File: config.mk
export PLATFORM = sky130hd
export DESIGN_NAME = id_ex_pipeline_reg
export DESIGN_NICKNAME = d
export VERILOG_FILES = /design/src/rtl/id_ex_pipeline_reg.sv
export SDC_FILE = /design/constraint.sdc
export NUM_CORES = 1
export LEC_CHECK = 0
export CELL_PAD_IN_SITES_DETAIL_PLACEMENT = 0
export CELL_PAD_IN_SITES_GLOBAL_PLACEMENT = 2
export CORE_AREA = 2 2 253 255
export CTS_CLUSTER_SIZE = 24
export DETAILED_ROUTE_END_ITERATION = 8
export DIE_AREA = 0 0 255 257
export DONT_BUFFER_PORTS = 1
export GPL_TIMING_DRIVEN = 0
export PLACE_DENSITY = 0.5
export SLEW_MARGIN = 20
export SYNTH_ARGS = -nofsm -noshare
export SYNTH_HDL_FRONTEND = slang
export SYNTH_SLANG_ARGS = --single-unit
File: constraint.sdc
create_clock -name clk -period 3.35 [get_ports clk]
set_input_delay 0.335 -clock clk [delete_from_list [all_inputs] [get_ports clk]]
set_output_delay 0.335 -clock clk [all_outputs]
set_load 0.02 [all_outputs]
File: src/rtl/id_ex_pipeline_reg.sv
// ID/EX pipeline register: captures decode/regfile outputs for EX, with stall hold, flush bubbles and a bubble counter.
// Latency: 1 cycle id_* -> ex_*, all outputs registered. Backpressure: stall holds contents, flush overrides stall.
// Optional IDEX_WB_BYPASS_EN forwards a same-cycle WB write into ex_read_data1/2.
module id_ex_pipeline_reg #(
   parameter int DATA_W     = 64,
   parameter int REG_ADDR_W = 5,
   parameter int CNT_W      = 16
) (
   input  logic                  clk,
   input  logic                  reset,
   input  logic                  stall,
   input  logic                  flush,
   input  logic                  id_valid,
   input  logic [DATA_W-1:0]     id_pc,
   input  logic [DATA_W-1:0]     id_read_data1,
   input  logic [DATA_W-1:0]     id_read_data2,
   input  logic [DATA_W-1:0]     id_imm,
   input  logic [REG_ADDR_W-1:0] id_rs1,
   input  logic [REG_ADDR_W-1:0] id_rs2,
   input  logic [REG_ADDR_W-1:0] id_rd,
   input  logic [3:0]            id_funct4,
   input  logic [7:0]            id_ctrl,
   input  logic                  wb_reg_write,
   input  logic [REG_ADDR_W-1:0] wb_rd,
   input  logic [DATA_W-1:0]     wb_write_data,
   output logic                  ex_valid,
   output logic [DATA_W-1:0]     ex_pc,
   output logic [DATA_W-1:0]     ex_read_data1,
   output logic [DATA_W-1:0]     ex_read_data2,
   output logic [DATA_W-1:0]     ex_imm,
   output logic [REG_ADDR_W-1:0] ex_rs1,
   output logic [REG_ADDR_W-1:0] ex_rs2,
   output logic [REG_ADDR_W-1:0] ex_rd,
   output logic [3:0]            ex_funct4,
   output logic [7:0]            ex_ctrl,
   output logic [CNT_W-1:0]      bubble_count
);

   logic [DATA_W-1:0] rd1_next;
   logic [DATA_W-1:0] rd2_next;

`ifdef IDEX_WB_BYPASS_EN
   always_comb begin
      rd1_next = id_read_data1;
      rd2_next = id_read_data2;
      // x0 is never forwarded: a write to it is architecturally discarded
      if (wb_reg_write && (wb_rd != '0) && (wb_rd == id_rs1))
         rd1_next = wb_write_data;
      if (wb_reg_write && (wb_rd != '0) && (wb_rd == id_rs2))
         rd2_next = wb_write_data;
   end
`else
   logic unused_wb;
   assign unused_wb = ^{wb_reg_write, wb_rd, wb_write_data};

   always_comb begin
      rd1_next = id_read_data1;
      rd2_next = id_read_data2;
   end
`endif

   always_ff @(posedge clk) begin
      if (reset) begin
         ex_valid      <= 1'b0;
         ex_pc         <= '0;
         ex_read_data1 <= '0;
         ex_read_data2 <= '0;
         ex_imm        <= '0;
         ex_rs1        <= '0;
         ex_rs2        <= '0;
         ex_rd         <= '0;
         ex_funct4     <= '0;
         ex_ctrl       <= '0;
         bubble_count  <= '0;
      end else if (flush) begin
         ex_valid      <= 1'b0;
         ex_pc         <= '0;
         ex_read_data1 <= '0;
         ex_read_data2 <= '0;
         ex_imm        <= '0;
         ex_rs1        <= '0;
         ex_rs2        <= '0;
         ex_rd         <= '0;
         ex_funct4     <= '0;
         ex_ctrl       <= '0;
         if (bubble_count != '1)
            bubble_count <= bubble_count + CNT_W'(1);
      end else if (!stall) begin
         ex_valid      <= id_valid;
         ex_pc         <= id_pc;
         ex_read_data1 <= rd1_next;
         ex_read_data2 <= rd2_next;
         ex_imm        <= id_imm;
         ex_rs1        <= id_rs1;
         ex_rs2        <= id_rs2;
         ex_rd         <= id_rd;
         ex_funct4     <= id_funct4;
         // an invalid slot must never carry RegWrite/MemWrite into EX
         ex_ctrl       <= id_valid ? id_ctrl : 8'h00;
      end
   end

endmodule

# Yosys cells after proc, flatten, opt, wreduce, memory -nomap -nowiden
# Cells that the tools add are included.
# totals
reg_bits	300
inputBits	358
wordCells	16
out_inout_bits	300
# op_classes
n_reduce_logical	2
eq_ne	1
n_mux	1
addsub	1
# ops
op	count
$add A16 B1 Y16 const B	1
$ne A16 B16 Y1 const B	1
$mux W8	1
$reduce_and A2 Y1	1
$reduce_or A2 Y1	1

# Depth between registers and ports, before layout
# logic_depth
depth_word	2
depth_mapped	6
depth_no_buf	5

# Worst setup path after synthesis
# Ideal clock, no wire load.
# synth_path
kind	register to register
start	register bubble_count[0]
end	register bubble_count[14]
path_stages_with_launch	7
arrival_ns	1.761
required_ns	3.280
synth_period_minus_slack_ns	1.832
setup_ns	0.070
slack_ns	1.518
cell_sequence	dfxtp_1 ha_1 and4_1 buf_2 nand2_1 or4_1 a21oi_1
# synth_between
elab_chain_len	2
# synth_rtl
element	line	rtl
start, declared	36	output logic [CNT_W-1:0] bubble_count
start signal, assigned	87	bubble_count <= bubble_count + CNT_W'(1);
branches (longest 2 deep; another with $add A16 B1 Y16)	--	
# Several ways; the timed one is not identified.
# A chain may end at the register's enable or synchronous reset.

# Worst setup path after layout
# layout_path
start	input port reset
end	register ex_read_data2[18]
# layout_between
elab_chain_len	1
# layout_rtl
element	line	rtl
start, declared	10	input logic reset,
$reduce_or A2 Y1 (no source line)	--	
end signal, assigned	92	ex_read_data2 <= rd2_next;
end, declared	29	output logic [DATA_W-1:0] ex_read_data2,
# Every way passes these cells.

==> flow_summary_export.csv <==
group,metric,value,unit
synthesis,synthAdderAreaFrac,0.1173,%
grt,globalRouteOverflowTotal,0,
hold_path,worstHoldEndpoint,"bubble_count[2]",
sta,setup_viol,0,
synthesis,ys_ff_latch,300,
clocking,clock_sinks,300,
synthesis,synthCells,1018,
worst_setup_path,r2r-start,"bubble_count[0]",
hold_path,min_path_type,"in -> reg",
placement,placedInstanceArea,0.01172,mm2
layout,area_delta_synth_final,47.54,%
sta,finalCritPeriodShare,68.61,%
die,initial_utilization,17.00,%
detailed_routing,drc_errors,0,
detailed_routing,first_pass_iters,6,
worst_setup_path,r2r_slack,1.15,ns
synthesis,yosysWarningCount,0,
sta,fin_tns_setup,0,ns
outcome,outcome,"finished, final reports clean",
clocking,cts_htree_levels,2,
synthesis,synth-xor-area-share,0,%
clocking,postCtsResizedCells,0,
hold_path,worstHoldStart,"flush",
sta,fin_ws,1.052,ns
clocking,holdBufCountCts,283,
sta,finalClockSkew,0.008111,ns
placement,gp_congestion,0.7246,
worst_setup_path,critical_path.max_fanout,10,
die,coreArea,0.06274,mm2
power,p_leak,0.006422,uW
synthesis,synth_top_family_by_area,"multiplexers",
synthesis,synth_area,0.01066,mm2
grt,first_global_vias,8911,
synthesis,synth_top_area_share,56.32,%
die,die_w,255,um
power,peakVddDrop,305.2,uV
grt,grt_use_total,11.33,%
worst_setup_path,cp.required,3.72,ns
die,num_rows,92,
die,fp.dieH,257,um
power,p_sw,2093,uW
layout,post-route-util,25.08,%
sta,slew_headroom,40.58,%
die,die_area,0.06554,mm2
power,pwr-share-seq,45.7,%
sta,finalMaxSlewViolations,0,
worst_setup_path,crit_path_start_kind,"input pin",
sta,fmax,435.1,MHz
synthesis,synth.yosys.seq_area_share,56.32,%
worst_setup_path,timing.rr.end,"bubble_count[10]",
placement,place_hpwl,29.56,mm
clocking,cts_tree,"built",
detailed_routing,drt-initial-drc-count,298,
synthesis,syn_nets,1377,
synthesis,synth_compound_area_share,1.877,%
grt,grt_antenna_before_repair,3,
layout,num-nets-final,1699,
worst_setup_path,cp-end-kind,"flop",
clocking,cts-root-buf,"clkbuf_16",
power,power_density,544.9,mW/mm2
synthesis,synth_area_leaders,"dfxtp_1 (56%), mux2i_1 (26%), nor2_1 (10%)",
worst_setup_path,slowest_stage,"buf_1",
power,internal_power,6479,uW
grt,grt_pass1_wl,56.19,mm
synthesis,synthMuxAreaShare,26.02,%
sta,hold_viol_final,0,
worst_setup_path,critPathKind,"in -> reg",
worst_setup_path,crit_chain,"clkbuf_1 -> or2_1 -> clkbuf_1 -> clkbuf_1 -> buf_1 -> nor2_1",
die,io_pins,658,
placement,port-buffer-count,0,
worst_setup_path,cpPeakStageDelay,0.69,ns
synthesis,syn_avg_cell_area,10.47,um2
sta,max_slew.worst_pin.slew,0.8913,ns
sta,grt_setup_unrepaired,"false",
synthesis,yosys.area_share.simple,13.00,%
layout,fin_area,0.01573,mm2
clocking,numCtsBuffers,37,
worst_setup_path,arrival,2.67,ns
detailed_routing,num_vias,8413,
sta,period_needed,2.298,ns
job,cap_violations,0,
worst_setup_path,r2r_cells,5,
clocking,clkTransAtPathRegs,0.06,ns
power,switching_share,24.42,%
synthesis,synth_top_area_cell,"dfxtp_1",
detailed_routing,wl_per_cell,17.70,um
power,p_comb_share,8.6,%
detailed_routing,routed_via_density,3.802,
power,power.share.clock,45.6,%
layout,drive_gt1_share,5.051,%
hold_path,min_path_cells,3,
worst_setup_path,crit_family,"buffers and inverters",
clocking,worstSkewPairLatency,0.52,ns
worst_setup_path,critPathMostFrequentCell,"clkbuf_1",
synthesis,ys_types,29,
grt,grt_max_degree,13,
detailed_routing,ant_nets,0,
detailed_routing,totalWireLength,39.17,mm
clocking,clockBufferDepth,3,
clocking,post-cts-setup-buffer-count,0,
placement,post-place-ws,0.1776,ns
sta,holdWs,0.07706,ns
worst_setup_path,critPathBufInv,4,
==> logic make-up after synthesis <==
logic type | count (synthesis)
simple gates | 337
flops | 300
mux | 277
buf+inv | 71
compound gates | 32
fa+ha+maj | 1
==> stage by stage <==
stage / power (uW) / cells
finish: 8573 / 2213
global route: 8981 / 2212
CTS: 8765 / 2212
detailed placement: 4467 / 1864
global placement: 4459 / 1864
floorplan: 4313 / 1018
==> routing by layer <==
layer	GRT usage (%)	up-vias	wire length, um
met5	0	-	13
met4	3.314	2	897
met3	4.056	56	3727
met2	21.47	373	20530
met1	11.46	3907	14000
li1	-	4075	-
==> state kept, by name, indices dropped and copies added, names as in the netlist <==
name and count:
ex_read_data2 64, ex_read_data1 64, ex_ctrl 8, ex_funct4 4, bubble_count 16, ex_pc 64, ex_rd 5, ex_rs2 5
ex_imm 64, ex_rs1 5, ex_valid 1
==> worst register-to-register path: stages (launching register included) <==
cell,delay [ns]
dfxtp_1,0.58
ha_1,0.30
nand3_1,0.14
nor4_2,0.76
o21ai_0,0.20
a21oi_1,0.15
==> cell usage in the layout, fill, tap and decap left out, types with 3 or more instances in the layout <==
cell type | synthesis | routed
buf_2 | 14 | 14
and4_1 | 3 | 3
nor3_1 | 6 | 6
clkbuf_8 | 0 | 5
nor2_1 | 290 | 290
mux2i_1 | 276 | 276
o21ai_0 | 4 | 4
o31ai_1 | 4 | 4
a22oi_1 | 8 | 8
buf_1 | 6 | 6
clkinv_2 | 0 | 4
nand3_1 | 6 | 6
dfxtp_1 | 300 | 300
dlygate4sd3_1 | 0 | 283
clkbuf_1 | 49 | 62
or4_1 | 4 | 4
bufinv_16 | 0 | 3
nand4_1 | 6 | 6
clkbuf_16 | 0 | 37
or3_1 | 5 | 5
nor2b_1 | 3 | 3
a21oi_1 | 12 | 12
nand2_1 | 6 | 6
==> synth_stat cells <==
library cell and instances:
mux2i_1 276, a31oi_1 2, mux2_1 1, o21ai_0 4, or2_1 2, nand3_1 6, or3_1 5, buf_2 14
nand2b_1 2, and4b_1 1, nand4_1 6, a22oi_1 8, or3_4 1, ha_1 1, nor2_1 290, nor2b_1 3
nor4_2 2, o41ai_1 1, a41oi_1 1, dfxtp_1 300, nor3_1 6, inv_1 2, and4_1 3, buf_1 6
a21oi_1 12, o31ai_1 4, nand2_1 6, clkbuf_1 49, or4_1 4
==> layout make-up <==
class                           instances  area, um2
Sequential cell                       300       6006
Multi-Input combinational cell        647       4373
Fill cell                            6734      47000
Clock inverter                          9      126.4
Antenna cell                            1      2.502
Clock buffer                           56       1047
Buffer                                 69      277.8
Tap cell                              846       1059
Inverter                                2      7.507
Timing Repair Buffer                  283       2833
==> power by group through the flow <==
stage                     combinational (uW)  sequential, uW  clock [uW]
after global placement                   455            4000           0
final                                    740            3920        3910
after global routing                     815            3930        4230
after floorplan                          360            3950           0
after detailed placement                 465            4000           0
after CTS                                753            3920        4090
==> how the worst max path moves through the flow <==
stage	endpoint	cells after the start	startpoint	slack, ns
final	ex_read_data2[18]	6	reset	1.05
after detailed placement	ex_read_data2[18]	6	reset	0.18
after global placement	ex_read_data2[23]	6	reset	0.20
after global routing	ex_read_data2[18]	6	reset	0.64
after floorplan	bubble_count[14]	6	bubble_count[0]	1.52
after CTS	ex_read_data2[18]	6	reset	0.74
No activity file was read; power rests on OpenSTA's default activity.
